$ cat src/rtl/msb_pkg.sv
// Shared types and constants for the streaming set-bit enumerator.
`default_nettype none

package msb_pkg;

   typedef enum logic [0:0] {
      ST_IDLE = 1'b0,
      ST_SCAN = 1'b1
   } state_e;

   localparam int unsigned EMPTY_POS = 0;

   // Width needed to hold a 1-based position 1..n, plus the 0 "no bit" code.
   function automatic int pos_width(input int n);
      return $clog2(n) + 1;
   endfunction

endpackage

`default_nettype wire

$ cat src/rtl/msb_scanner_if.sv
// Word-in / position-out handshake bundle for msb_scanner.
`default_nettype none

interface msb_scanner_if
   import msb_pkg::*;
#(
   parameter int N = 32
);
   localparam int PW = pos_width(N);

   logic          in_valid;
   logic          in_ready;
   logic [N-1:0]  in_data;
   logic          in_lsb_first;
   logic          out_valid;
   logic          out_ready;
   logic [PW-1:0] out_pos;
   logic [PW-1:0] out_idx;
   logic          out_last;
   logic          out_empty;
   logic          busy;

   modport slave (
      input  in_valid, in_data, in_lsb_first, out_ready,
      output in_ready, out_valid, out_pos, out_idx, out_last, out_empty, busy
   );

   modport master (
      output in_valid, in_data, in_lsb_first, out_ready,
      input  in_ready, out_valid, out_pos, out_idx, out_last, out_empty, busy
   );

endinterface

`default_nettype wire

$ cat src/rtl/seg_msb_find.sv
// Combinational finder: 1-based position of the highest or lowest set bit in one segment.
`default_nettype none

module seg_msb_find
   import msb_pkg::*;
#(
   parameter int SEG = 8,
   localparam int SPW = pos_width(SEG)
) (
   input  logic [SEG-1:0] seg_i,
   input  logic           lsb_first_i,
   output logic [SPW-1:0] pos_o,
   output logic           hit_o
);

   // Last match in loop order wins, so the scan direction picks the priority.
   always_comb begin : p_find
      pos_o = SPW'(EMPTY_POS);
      hit_o = |seg_i;
      if (lsb_first_i) begin
         for (int i = SEG - 1; i >= 0; i--) begin
            if (seg_i[i]) pos_o = SPW'(i + 1);
         end
      end else begin
         for (int i = 0; i < SEG; i++) begin
            if (seg_i[i]) pos_o = SPW'(i + 1);
         end
      end
   end

endmodule

`default_nettype wire

$ cat src/rtl/msb_scanner.sv
// Streaming set-bit enumerator: accepts one word, then emits every set-bit position, one per beat.
`default_nettype none

module msb_scanner
   import msb_pkg::*;
#(
   parameter int N   = 32,
   parameter int SEG = 8
) (
   input  logic          clk,
   input  logic          rst_n,
   msb_scanner_if.slave  bus
);

   localparam int PW   = pos_width(N);
   localparam int SPW  = pos_width(SEG);
   localparam int NSEG = N / SEG;

   state_e        state_q, state_d;
   logic [N-1:0]  rem_q, rem_d;
   logic          mode_q, mode_d;
   logic [PW-1:0] idx_q, idx_d;
   logic          empty_q, empty_d;

   logic [SPW-1:0] seg_pos [NSEG];
   logic [NSEG-1:0] seg_hit;
   logic [PW-1:0]  pos;
   logic           last;
   logic [N-1:0]   clr_mask;

   generate
      for (genvar g = 0; g < NSEG; g++) begin : g_seg
         seg_msb_find #(.SEG(SEG)) u_find (
            .seg_i       (rem_q[g*SEG +: SEG]),
            .lsb_first_i (mode_q),
            .pos_o       (seg_pos[g]),
            .hit_o       (seg_hit[g])
         );
      end
   endgenerate

   // Pick the winning segment in scan order and add its base offset.
   always_comb begin : p_select
      pos = PW'(EMPTY_POS);
      if (mode_q) begin
         for (int s = NSEG - 1; s >= 0; s--) begin
            if (seg_hit[s]) pos = PW'(s * SEG) + PW'(seg_pos[s]);
         end
      end else begin
         for (int s = 0; s < NSEG; s++) begin
            if (seg_hit[s]) pos = PW'(s * SEG) + PW'(seg_pos[s]);
         end
      end
   end

   assign last     = ((rem_q & (rem_q - N'(1))) == '0);
   assign clr_mask = (pos == '0) ? '0 : (N'(1) << (pos - PW'(1)));

   assign bus.out_pos = pos;
   assign bus.out_idx = idx_q;

   always_comb begin : p_fsm
      state_d       = state_q;
      rem_d         = rem_q;
      mode_d        = mode_q;
      idx_d         = idx_q;
      empty_d       = empty_q;
      bus.in_ready  = 1'b0;
      bus.out_valid = 1'b0;
      bus.out_last  = 1'b0;
      bus.out_empty = 1'b0;
      bus.busy      = 1'b0;
      case (state_q)
         ST_IDLE: begin
            bus.in_ready = 1'b1;
            if (bus.in_valid) begin
               rem_d   = bus.in_data;
               mode_d  = bus.in_lsb_first;
               idx_d   = '0;
               empty_d = (bus.in_data == '0);
               state_d = ST_SCAN;
            end
         end
         ST_SCAN: begin
            bus.out_valid = 1'b1;
            bus.busy      = 1'b1;
            bus.out_last  = last;
            bus.out_empty = empty_q;
            if (bus.out_ready) begin
               if (last) begin
                  state_d = ST_IDLE;
                  rem_d   = '0;
                  idx_d   = '0;
               end else begin
                  rem_d = rem_q & ~clr_mask;
                  idx_d = idx_q + PW'(1);
               end
            end
         end
         default: state_d = ST_IDLE;
      endcase
   end

   always_ff @(posedge clk or negedge rst_n) begin : p_regs
      if (!rst_n) begin
         state_q <= ST_IDLE;
         rem_q   <= '0;
         mode_q  <= 1'b0;
         idx_q   <= '0;
         empty_q <= 1'b0;
      end else begin
         state_q <= state_d;
         rem_q   <= rem_d;
         mode_q  <= mode_d;
         idx_q   <= idx_d;
         empty_q <= empty_d;
      end
   end

endmodule

`default_nettype wire

$ cat src/flat_wrapper.sv
// flat-port wrapper written by rule: the top's interface ports become plain ports
module msb_scanner_flat import msb_pkg::*;
#(
   parameter int N   = 32,
   parameter int SEG = 8
)
  (clk, rst_n, bus_in_valid, bus_in_data, bus_in_lsb_first, bus_out_ready, bus_in_ready, bus_out_valid, bus_out_pos, bus_out_idx, bus_out_last, bus_out_empty, bus_busy);
  msb_scanner_if #(.N(N)) bus_i ();
  input  logic clk;
  input  logic rst_n;
  input wire logic [$bits(bus_i.in_valid)-1:0] bus_in_valid;
  input wire logic [$bits(bus_i.in_data)-1:0] bus_in_data;
  input wire logic [$bits(bus_i.in_lsb_first)-1:0] bus_in_lsb_first;
  input wire logic [$bits(bus_i.out_ready)-1:0] bus_out_ready;
  output wire logic [$bits(bus_i.in_ready)-1:0] bus_in_ready;
  output wire logic [$bits(bus_i.out_valid)-1:0] bus_out_valid;
  output wire logic [$bits(bus_i.out_pos)-1:0] bus_out_pos;
  output wire logic [$bits(bus_i.out_idx)-1:0] bus_out_idx;
  output wire logic [$bits(bus_i.out_last)-1:0] bus_out_last;
  output wire logic [$bits(bus_i.out_empty)-1:0] bus_out_empty;
  output wire logic [$bits(bus_i.busy)-1:0] bus_busy;
  assign bus_i.in_valid = bus_in_valid;
  assign bus_i.in_data = bus_in_data;
  assign bus_i.in_lsb_first = bus_in_lsb_first;
  assign bus_i.out_ready = bus_out_ready;
  assign bus_in_ready = bus_i.in_ready;
  assign bus_out_valid = bus_i.out_valid;
  assign bus_out_pos = bus_i.out_pos;
  assign bus_out_idx = bus_i.out_idx;
  assign bus_out_last = bus_i.out_last;
  assign bus_out_empty = bus_i.out_empty;
  assign bus_busy = bus_i.busy;
  msb_scanner #(.N(N), .SEG(SEG)) u_core (.clk(clk), .rst_n(rst_n), .bus(bus_i));
endmodule
$ cat config.mk
export PLATFORM = sky130hd
export DESIGN_NAME = msb_scanner_flat
export DESIGN_NICKNAME = d
export VERILOG_FILES = /design/src/rtl/msb_pkg.sv /design/src/rtl/msb_scanner_if.sv /design/src/rtl/seg_msb_find.sv /design/src/rtl/msb_scanner.sv /design/src/flat_wrapper.sv
export SDC_FILE = /design/constraint.sdc
export NUM_CORES = 1
export LEC_CHECK = 0
export ABC_AREA = 1
export ABC_CLOCK_PERIOD_IN_PS = 3800
export BUFFER_PORTS_ARGS = -buffer_cell sky130_fd_sc_hd__buf_2
export CAP_MARGIN = 20
export CORE_MARGIN = 1
export CORE_UTILIZATION = 50
export CTS_CLUSTER_DIAMETER = 30
export DETAILED_ROUTE_END_ITERATION = 10
export GPL_ROUTABILITY_DRIVEN = 0
export GPL_TIMING_DRIVEN = 0
export PLACE_DENSITY = 0.67
export SYNTH_ARGS = -nofsm -noshare
export SYNTH_HDL_FRONTEND = slang
export SYNTH_HIERARCHICAL = 1
export SYNTH_SLANG_ARGS = --single-unit
export TNS_END_PERCENT = 1
$ cat constraint.sdc
create_clock -name clk -period 3.8 [get_ports clk]
set_input_delay 0.38 -clock clk [delete_from_list [all_inputs] [get_ports clk]]
set_output_delay 0.38 -clock clk [all_outputs]
set_load 0.03 [all_outputs]
==> out/metrics.yaml, run 1 <==
synth:
  synthesis.area_um2: 4580
  syn_inst: 798
  yosys_warnings: 6
  synth_nets: 836
  synth_seq_cells: 41
  synth.distinct_cells: 35
  seq_area_frac_synth_pct: 22.4
  syn_area_per_cell_um2: 5.74
power_and_ir_drop:
  p_comb_share_pct: 50.7
  power.leakage_uw: 0.00271
  p_sw_share_pct: 52.3
  power_density_nw_per_um2: 487
  vdd_drop_max_mv: 0.319
  clkPwrFrac_pct: 12.1
  switchingPower_uw: 1300
  p_int_uw: 1180
  p_seq_share_pct: 37.2
  p_total_uw: 2480
clock_tree:
  cts_max_path_buffers: 2
  numCtsBuffers: 5
  postCtsSetupBuffers: 0
  insertion_delay_ns: 0.29
  cts_tree: "yes"
  cts_max_level: 2
  holdBufCountCts: 0
  ctsResizeCount: 0
  clockRootBuffer: "clkbuf_8"
  cts_sinks: 41
  clk_pin_slew_ns: 0.08
drt:
  wl_met2_um: 6820
  vias: 5322
  highest_layer: "met4"
  wl_per_cell_um: 15.0
  wl_met3_um: 952
  drt_iter0_markers: 302
  drcViolationCount: 0
  viasPerCell: 5.50
  drtAntennaViolNets: 0
  routed_wl_um: 14500
  wl_met1_um: 6390
  dr.pass1.iters: 7
critical_path:
  worst_path_max_delay_cell: "dfrtp_1"
  worst-path-buf-inv: 4
  endpoint_kind: "primary output"
  cp_data_arrival_time_ns: 2.82
  critPathMaxStageDelay_ns: 0.51
  cp.required_ns: 3.42
  crit_family: "simple AND/OR/NAND/NOR gates"
  path_max_fanout: 10
  cp_cell_sequence: "nand3b_1 -> or2_1 -> or2_1 -> buf_2 -> nor2_2 -> nand3_1 -> nand3_1 -> nand2_2 -> inv_4 -> buf_4 -> buf_2"
  critPathLaunchType: "flop"
  critPathKind: "reg -> out"
status:
  outcome: "completed"
layout:
  final_cell_mix: "nand2_1, nor2_1, inv_1"
  n_antenna_cell: 0
  drive_gt1_share_pct: 16.6
  area_delta_synth_final_pct: 11.3
  final_common_cell: "nand2_1"
  nFillCells: 912
  fin_area_um2: 5090
  nets: 897
global_route:
  grt_pass1_wl_um: 23800
  antenna_found_initial: 0
  grt_pass1_vias: 4981
  grt_overflow: 0
  grt_usage_pct: 31.3
  grt_max_degree: 42
timing:
  maxSlewHeadroom_pct: 36.1
  post-route-min-period_ns: 3.20
  setup_violations: 0
  rsz0062_at_grt: "no"
  hold_viol: 0
  period_share_pct: 84.2
  whs_ns: 0.229
  skew_ns: 0.00480
  fin_ws_ns: 0.601
  final.setup.tns_ns: 0
  final-max-slew-violation-count: 0
  max_freq_ghz: 0.313
  tightest_slew_ns: 0.959
floorplan:
  core-area_um2: 8810
  die_w_um: 97.7
  start_util_pct: 52.0
  die_area_um2: 9540
  fp.dieH_um: 97.7
  rows: 34
  boundaryPins: 54
placed_design:
  hpwl_um: 11500
  place_ws_ns: 0.815
  port_buffers: 53
  placed_area_um2: 4980
worst_hold_path:
  hp-class: "in -> async"
flow_run:
  drv_cap: 0
worst register-to-register path: stages, from the launching register on:
cell and delay (ns):
dfrtp_1 0.51, nand3b_1 0.24, or2_1 0.25, or2_1 0.25
buf_4 0.18, nand2_1 0.06, nand2_1 0.04, nand2_1 0.07
nand2_1 0.05, nand2_1 0.05, nand2_1 0.06, nand2_1 0.17
buf_4 0.21, inv_4 0.07, nand3_1 0.11, nor2_1 0.07
nor3_1 0.15, nand2_1 0.07, a22oi_1 0.22
path summary, 6_finish.rpt:
check,from,to,slack (ns),cells after the start
worst max-delay path,u_core/rem_q[8]$_DFFE_PN0P_,bus_out_pos[4],0.60,11
worst min-delay path,rst_n,u_core/rem_q[8]$_DFFE_PN0P_,0.23,1
worst max register to register,u_core/rem_q[0]$_DFFE_PN0P_,u_core/rem_q[30]$_DFFE_PN0P_,0.86,18
worst min register to register,u_core/empty_q$_DFFE_PN0P_,u_core/empty_q$_DFFE_PN0P_,0.49,2
max in group asynchronous,rst_n,u_core/rem_q[9]$_DFFE_PN0P_,2.97,1
min in group clk,bus_in_lsb_first,u_core/mode_q$_DFFE_PN0P_,0.29,3
logic make-up (layout without fill, tap and decap cells):
kind of cell               after synthesis  in the layout  share of synthesized area [%]
DFF                                     41             41                           22.4
and+or+nand+nor                        489            489                           49.6
AOI/OAI and AO/OA                      127            127                           15.0
adders and majority gates                1              1                          0.273
buffers and inverters                  140            201                           12.7
power by group through the flow:
| stage | sequential (uW) | combinational [uW] | clock [uW] |
|---|---|---|---|
| floorplan | 849 | 924 | 0 |
| global placement | 921 | 1190 | 0 |
| detailed placement | 931 | 1220 | 0 |
| CTS | 921 | 1230 | 308 |
| global route | 949 | 1420 | 323 |
| finish | 923 | 1260 | 300 |
cell type report:
cell class | instances | area (um^2) | area share (%)
sequential | 41 | 1030 | 20.1
inverter | 116 | 442 | 8.67
multi-input combinational | 617 | 2970 | 58.3
tap | 108 | 135 | 2.65
timing repair buffer | 54 | 293 | 5.75
clock buffer | 6 | 82.6 | 1.62
buffer | 24 | 140 | 2.75
clock inverter | 1 | 7.51 | 0.147
layer usage:
metal	vias to the layer above	GRT usage [%]
li1	2673	-
met1	2428	41.7
met2	196	52.8
met3	25	2.81
met4	0	11.2
met5	-	0
state kept, by name (all words and copies together), names as in the netlist:
name,count
u_core/rem_q,32
u_core/state_q,1
u_core/bus.out_idx,6
u_core/mode_q,1
u_core/empty_q,1
Yosys cell counts:
library cell / number / area share, %
a21oi_1: 54 / 5.9
a21oi_2: 2 / 0.38
a22oi_1: 4 / 0.66
buf_2: 4 / 0.44
buf_4: 4 / 0.66
buf_6: 4 / 0.98
clkbuf_1: 12 / 0.98
clkinv_1: 1 / 0.082
clkinv_2: 1 / 0.11
dfrtp_1: 41 / 22
ha_1: 1 / 0.27
inv_1: 101 / 8.3
inv_2: 11 / 0.90
inv_4: 2 / 0.27
nand2_1: 220 / 18
nand2_2: 11 / 1.5
nand2_4: 2 / 0.49
nand3_1: 48 / 5.2
nand3_2: 24 / 5.2
nand3b_1: 6 / 0.98
nand4_1: 15 / 2.1
nor2_1: 129 / 11
nor2_2: 6 / 0.82
nor2_4: 8 / 2.0
nor3_1: 3 / 0.33
nor4_1: 8 / 1.1
o21ai_0: 49 / 5.4
o21ai_1: 6 / 0.66
o21ai_4: 1 / 0.36
o21bai_1: 1 / 0.16
o22ai_1: 8 / 1.1
o22ai_2: 1 / 0.27
o31ai_1: 1 / 0.16
or2_1: 8 / 1.1
or2_2: 1 / 0.14
stage by stage:
stage                     std cells  util [%]
after detailed placement        959      56.5
after CTS                       966      57.5
after global placement          959      56.5
after floorplan                 798         -
after global routing            967      57.9
final                           967      57.9
Power figures use the tool's default switching activity.
==> inputs of run 2 (changes only) <==
ABC_CLOCK_PERIOD_IN_PS = 2700   (was 3800)
PLACE_DENSITY = 0.7   (was 0.67)
clock period = 2.7 ns   (was 3.8 ns; I/O delays follow)
==> out/metrics.yaml, run 2 (same netlist as run 1, synthesis figures left out) <==
drt:
  drtAntennaViolNets: 0  # unchanged
  drt_iter0_markers: 374  # was 302
  wl_per_cell_um: 16.1  # was 15.0 um
  drcViolationCount: 0  # unchanged
  vias: 5808  # was 5322
  viasPerCell: 5.75  # was 5.50
  dr.pass1.iters: 5  # was 7
  routed_wl_um: 16300  # was 14500 um
critical_path:
  critPathMaxStageDelay_ns: 0.49  # was 0.51 ns
  critPathKind: "reg -> reg"  # was reg -> out
  worst_path_max_delay_cell: "dfrtp_2"  # was dfrtp_1
  critPathMostFrequentCell: "nand2_1"
  path_max_fanout: 8  # was 10
  critPathLaunchType: "flop"  # unchanged
  endpoint_kind: "flop"  # was primary output
  crit_start: "u_core/rem_q[12]$_DFFE_PN0P_"  # was u_core/rem_q[8]$_DFFE_PN0P_
  worst-path-buf-inv: 3  # was 4
  crit_family: "simple AND/OR/NAND/NOR gates"  # unchanged
  cp_cell_sequence: "nor2_4 -> nand3_2 -> or2_1 -> or2_1 -> buf_6 -> nand2_1 -> nand2_1 -> nand2_1 -> nand2_1 -> nand2_1 -> nand2_2 -> buf_4 -> buf_4 -> nor3_1 -> nand4_1 -> nand3_2 -> a21oi_1"  # was nand3b_1 -> or2_1 -> or2_1 -> buf_2 -> nor2_2 -> nand3_1 -> nand3_1 -> nand2_2 -> inv_4 -> buf_4 -> buf_2
  reg2regPathDepth: 17  # was 18
  cp.required_ns: 2.89  # was 3.42 ns
  r2r_setup_slack_ns: -0.13  # was 0.86 ns
  cp_data_arrival_time_ns: 3.02  # was 2.82 ns
  r2r_start: "u_core/rem_q[12]$_DFFE_PN0P_"  # was u_core/rem_q[0]$_DFFE_PN0P_
  r2r-end: "u_core/rem_q[3]$_DFFE_PN0P_"  # was u_core/rem_q[30]$_DFFE_PN0P_
timing:
  post-route-min-period_ns: 2.83
  max_freq_ghz: 0.354
  fin_ws_ns: -0.126  # was 0.601 ns
  period_share_pct: 105
  tightest_slew_ns: 0.991  # was 0.959 ns
  skew_ns: 0.00327  # was 0.00480 ns
  hold_viol: 0  # unchanged
  setup_violations: 20  # was 0
  maxSlewHeadroom_pct: 33.9  # was 36.1%
  rsz0062_at_grt: "yes"  # was no
  final-max-slew-violation-count: 0  # unchanged
clock_tree:
  cts_max_level: 2  # unchanged
  cts_sinks: 41  # unchanged
  cts_max_path_buffers: 2  # unchanged
  insertion_delay_ns: 0.30  # was 0.29 ns
  clockRootBuffer: "clkbuf_8"  # unchanged
  numCtsBuffers: 5  # unchanged
  cts_tree: "yes"  # unchanged
  clk_pin_slew_ns: 0.08  # about the same
global_route:
  grt_pass1_vias: 5283  # was 4981
  antenna_found_initial: 0  # unchanged
  grt_pass1_wl_um: 25500  # was 23800 um
  grt_usage_pct: 33.7  # was 31.3%
  grt_overflow: 0  # unchanged
  grt_max_degree: 42  # unchanged
worst_hold_path:
  hp-class: "in -> async"  # unchanged
placed_design:
  placed_cells: 959  # unchanged
  hpwl_um: 11300  # was 11500 um
  port_buffers: 53  # unchanged
  placed_area_um2: 4980  # unchanged
layout:
  fin_area_um2: 5730  # was 5090 um^2
  largest_register: "u_core/rem_q"  # unchanged
  n_antenna_cell: 0  # unchanged
  multi_input_area_um2: 3180  # was 2970 um^2
  final_cell_mix: "nand2_1, nor2_1, inv_1"  # unchanged
  largest_register_ffs: 32  # unchanged
  final_common_cell: "nand2_1"  # unchanged
  nets: 939  # was 897
  drive_gt1_share_pct: 29.0  # was 16.6%
  nFillCells: 819  # was 912
  area_delta_synth_final_pct: 25.3  # was 11.3%
  regArea_um2: 1060  # was 1030 um^2
  stdcell_count: 1010  # was 967
floorplan:
  start_util_pct: 52.0  # unchanged
  boundaryPins: 54  # unchanged
  fp.dieH_um: 97.7  # unchanged
  core-area_um2: 8810  # unchanged
  die_area_um2: 9540  # unchanged
  die_w_um: 97.7  # unchanged
  rows: 34  # unchanged
status:
  outcome: "finished, violations left"  # was completed
  violations: "setup timing"
power_and_ir_drop:
  power_density_nw_per_um2: 725  # was 487 nW/um^2
  power.leakage_uw: 0.00295  # was 0.00271 uW
  vdd_drop_max_mv: 0.529  # was 0.319 mV
flow_run:
  drv_cap: 0  # unchanged
## run 2: power breakdown
group          leakage, uW  switching [uW]  internal [uW]
sequential        0.000414             410            845
combinational      0.00248            1440            933
clock            0.0000585             231            302
total              0.00295            2080           2080
## run 2: what timing repair did
item	CTS	global route
gates resized for setup	47	70
cloned	0	1
hold buffers	0	0
buffers inserted	25	17
pin swaps	6	22
endpoints found under the setup margin	39	39
## run 2: routing by layer
metal,share of wire [%],wire (um),vias up,global-route usage [%]
met1,41,6680,2654,44.1
met4,4.0,650,0,13.6
met5,0,0,-,0
li1,-,-,2765,-
met3,8.8,1440,67,4.10
met2,46,7530,322,56.2
## run 2: stage by stage
| stage | power (uW) | TNS, ns | hold slack [ns] | setup WS, ns | util [%] |
|---|---|---|---|---|---|
| after floorplan | 2500 | 0 | -0.0256 | 0.174 | - |
| after global placement | 2960 | -3.18 | 0.460 | -0.225 | 56.5 |
| after detailed placement | 3020 | -5.41 | 0.469 | -0.326 | 56.5 |
| after CTS | 3810 | -0.0621 | 0.141 | -0.0308 | 61.2 |
| after global routing | 4440 | -4.56 | 0.179 | -0.263 | 65.1 |
| final | 4160 | -0.669 | 0.122 | -0.126 | 65.1 |
## run 2: layout make-up
class | instances | share of cell area (%)
inverters | 116 | 7.94
clock inverters | 1 | 0.524
flip-flops and latches | 41 | 18.6
repair buffers | 96 | 10.7
well taps | 108 | 2.36
plain buffers | 24 | 2.97
multi-input cells | 617 | 55.4
clock buffers | 7 | 1.51
## run 2: worst reg2reg max path: stages, from the launching register on
cell,delay (ns)
dfrtp_2,0.49
nor2_4,0.14
nand3_2,0.08
or2_1,0.22
or2_1,0.22
buf_6,0.15
nand2_1,0.07
nand2_1,0.06
nand2_1,0.06
nand2_1,0.05
nand2_1,0.08
nand2_2,0.11
buf_4,0.15
buf_4,0.15
nor3_1,0.36
nand4_1,0.17
nand3_2,0.10
a21oi_1,0.06
## run 2: worst max path at each step
stage / to / slack [ns] / depth (start not counted)
after floorplan: u_core/rem_q[0]$_DFFE_PN0P_ / 0.17 / 14
after detailed placement: u_core/rem_q[25]$_DFFE_PN0P_ / -0.33 / 14
after global placement: u_core/rem_q[25]$_DFFE_PN0P_ / -0.22 / 14
after global routing: u_core/rem_q[3]$_DFFE_PN0P_ / -0.26 / 17
final: u_core/rem_q[3]$_DFFE_PN0P_ / -0.13 / 17
after CTS: bus_out_pos[2] / -0.03 / 15
==> inputs of run 3 (changes only) <==
ABC_AREA = 0   (was 1)
PLACE_DENSITY = 0.71   (was 0.7)
==> out/metrics.yaml, run 3 <==
status:
  outcome: "finished, violations left"  # unchanged
  violations: "setup timing"  # unchanged
synth:
  synth_flop_cell: "dfrtp_1"  # unchanged
  synth_top_family_by_area: "compound AO/OA/AOI/OAI gates"  # was simple AND/OR/NAND/NOR gates
  synth.distinct_cells: 57  # was 35
  syn_inst: 458  # was 798
  synth_mux_area_share_pct: 1.16  # was 0%
  yosys.cell_count.top_type: "nand2_1"  # unchanged
  synth_nets: 496  # was 836
  synth_top_area_share_pct: 28.1  # was 22.4%
  synthesis.area_um2: 3650  # was 4580 um^2
  synth.area.top_cells: "dfrtp_1, o21ai_2, a22oi_1, o21ai_0, nand2_1"  # was dfrtp_1, nand2_1, nor2_1, inv_1, a21oi_1
  ys_async_sr_fraction_pct: 100  # unchanged
  synth_xor_area_share_pct: 0.479  # was 0%
  seq_area_frac_synth_pct: 28.1  # was 22.4%
  synth_top_area_cell: "dfrtp_1"  # unchanged
  syn_area_per_cell_um2: 7.98  # was 5.74 um^2
  synth-simple-area-share_pct: 27.3  # was 49.6%
  synth_fa_ha_area_share_pct: 0.342  # was 0.273%
  synth-compound-area-share_pct: 36.8  # was 15.0%
  synth_seq_cells: 41  # unchanged
  synth-edff-count: 0  # unchanged
  ys_top_cells_by_count: "nand2_1, dfrtp_1, nor2_1"  # was nand2_1, nor2_1, inv_1
  yosys_warnings: 6  # unchanged
timing:
  tightest_slew_ns: 0.963  # was 0.991 ns
  rsz0062_at_grt: "yes"  # unchanged
  post-route-min-period_ns: 3.00  # was 2.83 ns
  setup_violations: 43  # was 20
  max_freq_ghz: 0.333  # was 0.354 GHz
  final-max-slew-violation-count: 0  # unchanged
  fin_ws_ns: -0.301  # was -0.126 ns
  skew_ns: 0.00597  # was 0.00327 ns
  hold_viol: 0  # unchanged
  maxSlewHeadroom_pct: 35.8  # was 33.9%
  period_share_pct: 111  # was 105%
floorplan:
  fp.dieH_um: 87.5  # was 97.7 um
  die_w_um: 87.5  # was 97.7 um
  core-area_um2: 6940  # was 8810 um^2
  boundaryPins: 54  # unchanged
  die_area_um2: 7650  # was 9540 um^2
  rows: 30  # was 34
  start_util_pct: 52.6  # was 52.0%
global_route:
  grt-busiest-layer: "met2"  # unchanged
  grt_pass1_wl_um: 19900  # was 25500 um
  grt_max_degree: 42  # unchanged
  met1_usage_pct: 42.8  # was 44.1%
  use_met3_pct: 6.26  # was 4.10%
  grtUsageMet2_pct: 56.7  # was 56.2%
  grt_overflow: 0  # unchanged
  grt_pass1_vias: 4079  # was 5283
  grt_usage_pct: 33.7  # about the same
  antenna_found_initial: 0  # unchanged
critical_path:
  r2r_start: "u_core/rem_q[5]$_DFFE_PN0P_"  # was u_core/rem_q[12]$_DFFE_PN0P_
  critPathLaunchType: "flop"  # unchanged
  endpoint_kind: "primary output"  # was flop
  cp_data_arrival_time_ns: 2.73  # was 3.02 ns
  cp.required_ns: 2.43  # was 2.89 ns
  reg2regPathDepth: 11  # was 17
  r2r_setup_slack_ns: -0.26  # was -0.13 ns
  path_max_fanout: 6  # was 8
  critPathKind: "reg -> out"  # was reg -> reg
  r2r-end: "u_core/rem_q[2]$_DFFE_PN0P_"  # was u_core/rem_q[3]$_DFFE_PN0P_
clock_tree:
  cts_max_path_buffers: 2  # unchanged
  cts_max_level: 2  # unchanged
  insertion_delay_ns: 0.30  # about the same
  cts_sinks: 41  # unchanged
  clockRootBuffer: "clkbuf_8"  # unchanged
  cts_tree: "yes"  # unchanged
  clk_pin_slew_ns: 0.08  # about the same
  numCtsBuffers: 5  # unchanged
drt:
  wl_per_cell_um: 19.5  # was 16.1 um
  drcViolationCount: 0  # unchanged
  drt_iter0_markers: 539  # was 374
  viasPerCell: 6.64  # was 5.75
  routed_wl_um: 12700  # was 16300 um
  dr.pass1.iters: 6  # was 5
  drtAntennaViolNets: 0  # unchanged
  vias: 4333  # was 5808
worst_hold_path:
  hp-class: "in -> async"  # unchanged
layout:
  nFillCells: 568  # was 819
  multi_input_area_um2: 2690  # was 3180 um^2
  regArea_um2: 1060  # about the same
  final_cell_mix: "buf_2, buf_4, nand2_1"  # was nand2_1, nor2_1, inv_1
  final_common_cell: "buf_2"  # was nand2_1
  fin_util_pct: 69.5  # was 65.1%
  nets: 594  # was 939
  n_antenna_cell: 0  # unchanged
  largest_register_ffs: 32  # unchanged
  fin_area_um2: 4830  # was 5730 um^2
  largest_register: "u_core/rem_q"  # unchanged
  area_delta_synth_final_pct: 32.1  # was 25.3%
  drive_gt1_share_pct: 41.5  # was 29.0%
placed_design:
  placed_area_um2: 4090  # was 4980 um^2
  port_buffers: 53  # unchanged
  hpwl_um: 8620  # was 11300 um
power_and_ir_drop:
  vdd_drop_max_mv: 0.390  # was 0.529 mV
  power.leakage_uw: 0.00190  # was 0.00295 uW
  power_density_nw_per_um2: 478  # was 725 nW/um^2
flow_run:
  drv_cap: 0  # unchanged
## run 3: cell count changes in the layout (fill, tap and decap cells not counted), sizes merged, moves of 8 or more
cell,before,now
a221o,0,8
a22oi,4,30
nand4,15,7
o22ai,9,1
o21ai,56,67
nor2,143,40
a21oi,56,23
buf,108,97
nor3,3,12
o31ai,1,15
nand2,233,44
nand2b,0,9
nand3,72,15
inv,116,24
## run 3: per-stage QoR
| step | cells | setup TNS, ns | total power, uW | setup slack, ns | hold slack [ns] |
|---|---|---|---|---|---|
| final | 653 | -6.05 | 2310 | -0.301 | 0.112 |
| after global routing | 653 | -9.97 | 2420 | -0.389 | 0.196 |
| after CTS | 644 | -3.80 | 2230 | -0.217 | 0.154 |
| after detailed placement | 607 | -13.77 | 1590 | -0.514 | 0.480 |
| after global placement | 607 | -11.26 | 1560 | -0.422 | 0.461 |
| after floorplan | 458 | -0.766 | 1320 | -0.0745 | -0.0256 |
## run 3: critical path, stage by stage, from the launching register on
cell and delay (ns):
dfrtp_2 0.47, nor4_4 0.36, nand4_1 0.24, or3_4 0.43
or4_4 0.42, nand3_2 0.11, nand4_4 0.14, nor2_4 0.12
buf_6 0.13
## run 3: how the worst max path moves through the flow
stage,start,endpoint,slack [ns],depth (start not counted)
final,u_core/rem_q[13]$_DFFE_PN0P_,bus_out_last,-0.30,8
after CTS,u_core/rem_q[11]$_DFFE_PN0P_,bus_out_last,-0.22,8
after global placement,u_core/rem_q[18]$_DFFE_PN0P_,u_core/rem_q[31]$_DFFE_PN0P_,-0.42,12
after detailed placement,u_core/rem_q[18]$_DFFE_PN0P_,u_core/rem_q[6]$_DFFE_PN0P_,-0.51,12
after floorplan,u_core/rem_q[18]$_DFFE_PN0P_,u_core/rem_q[25]$_DFFE_PN0P_,-0.07,10
after global routing,u_core/rem_q[13]$_DFFE_PN0P_,bus_out_last,-0.39,8
## run 3: repair_timing
action	in CTS	in global routing
hold buffers	0	0
gates resized for setup	75	51
buffers inserted	30	9
pin swaps	12	13
setup endpoints to repair	44	46
## run 3: final cells by class
class | count | share of cell area [%]
well taps | 96 | 2.49
flip-flops and latches | 41 | 22.1
inverters | 24 | 1.92
multi-input cells | 374 | 55.7
clock inverters | 1 | 0.622
repair buffers | 92 | 12.4
plain buffers | 18 | 3.01
clock buffers | 7 | 1.79
## run 3: cell families after synthesis
family	after synthesis
compound gates	186
xor+xnor	2
fa+ha+maj	1
buf+inv	43
flops	41
mux	4
simple gates	181
## run 3: power by group
group	internal, uW	switching, uW
Clock	302	224
Sequential	696	175
Combinational	348	561
## run 3: routing by layer
layer	up-vias	routed length, um
met5	-	0
met4	0	399
met3	43	1060
met2	232	6210
met1	2101	5070
li1	1957	-
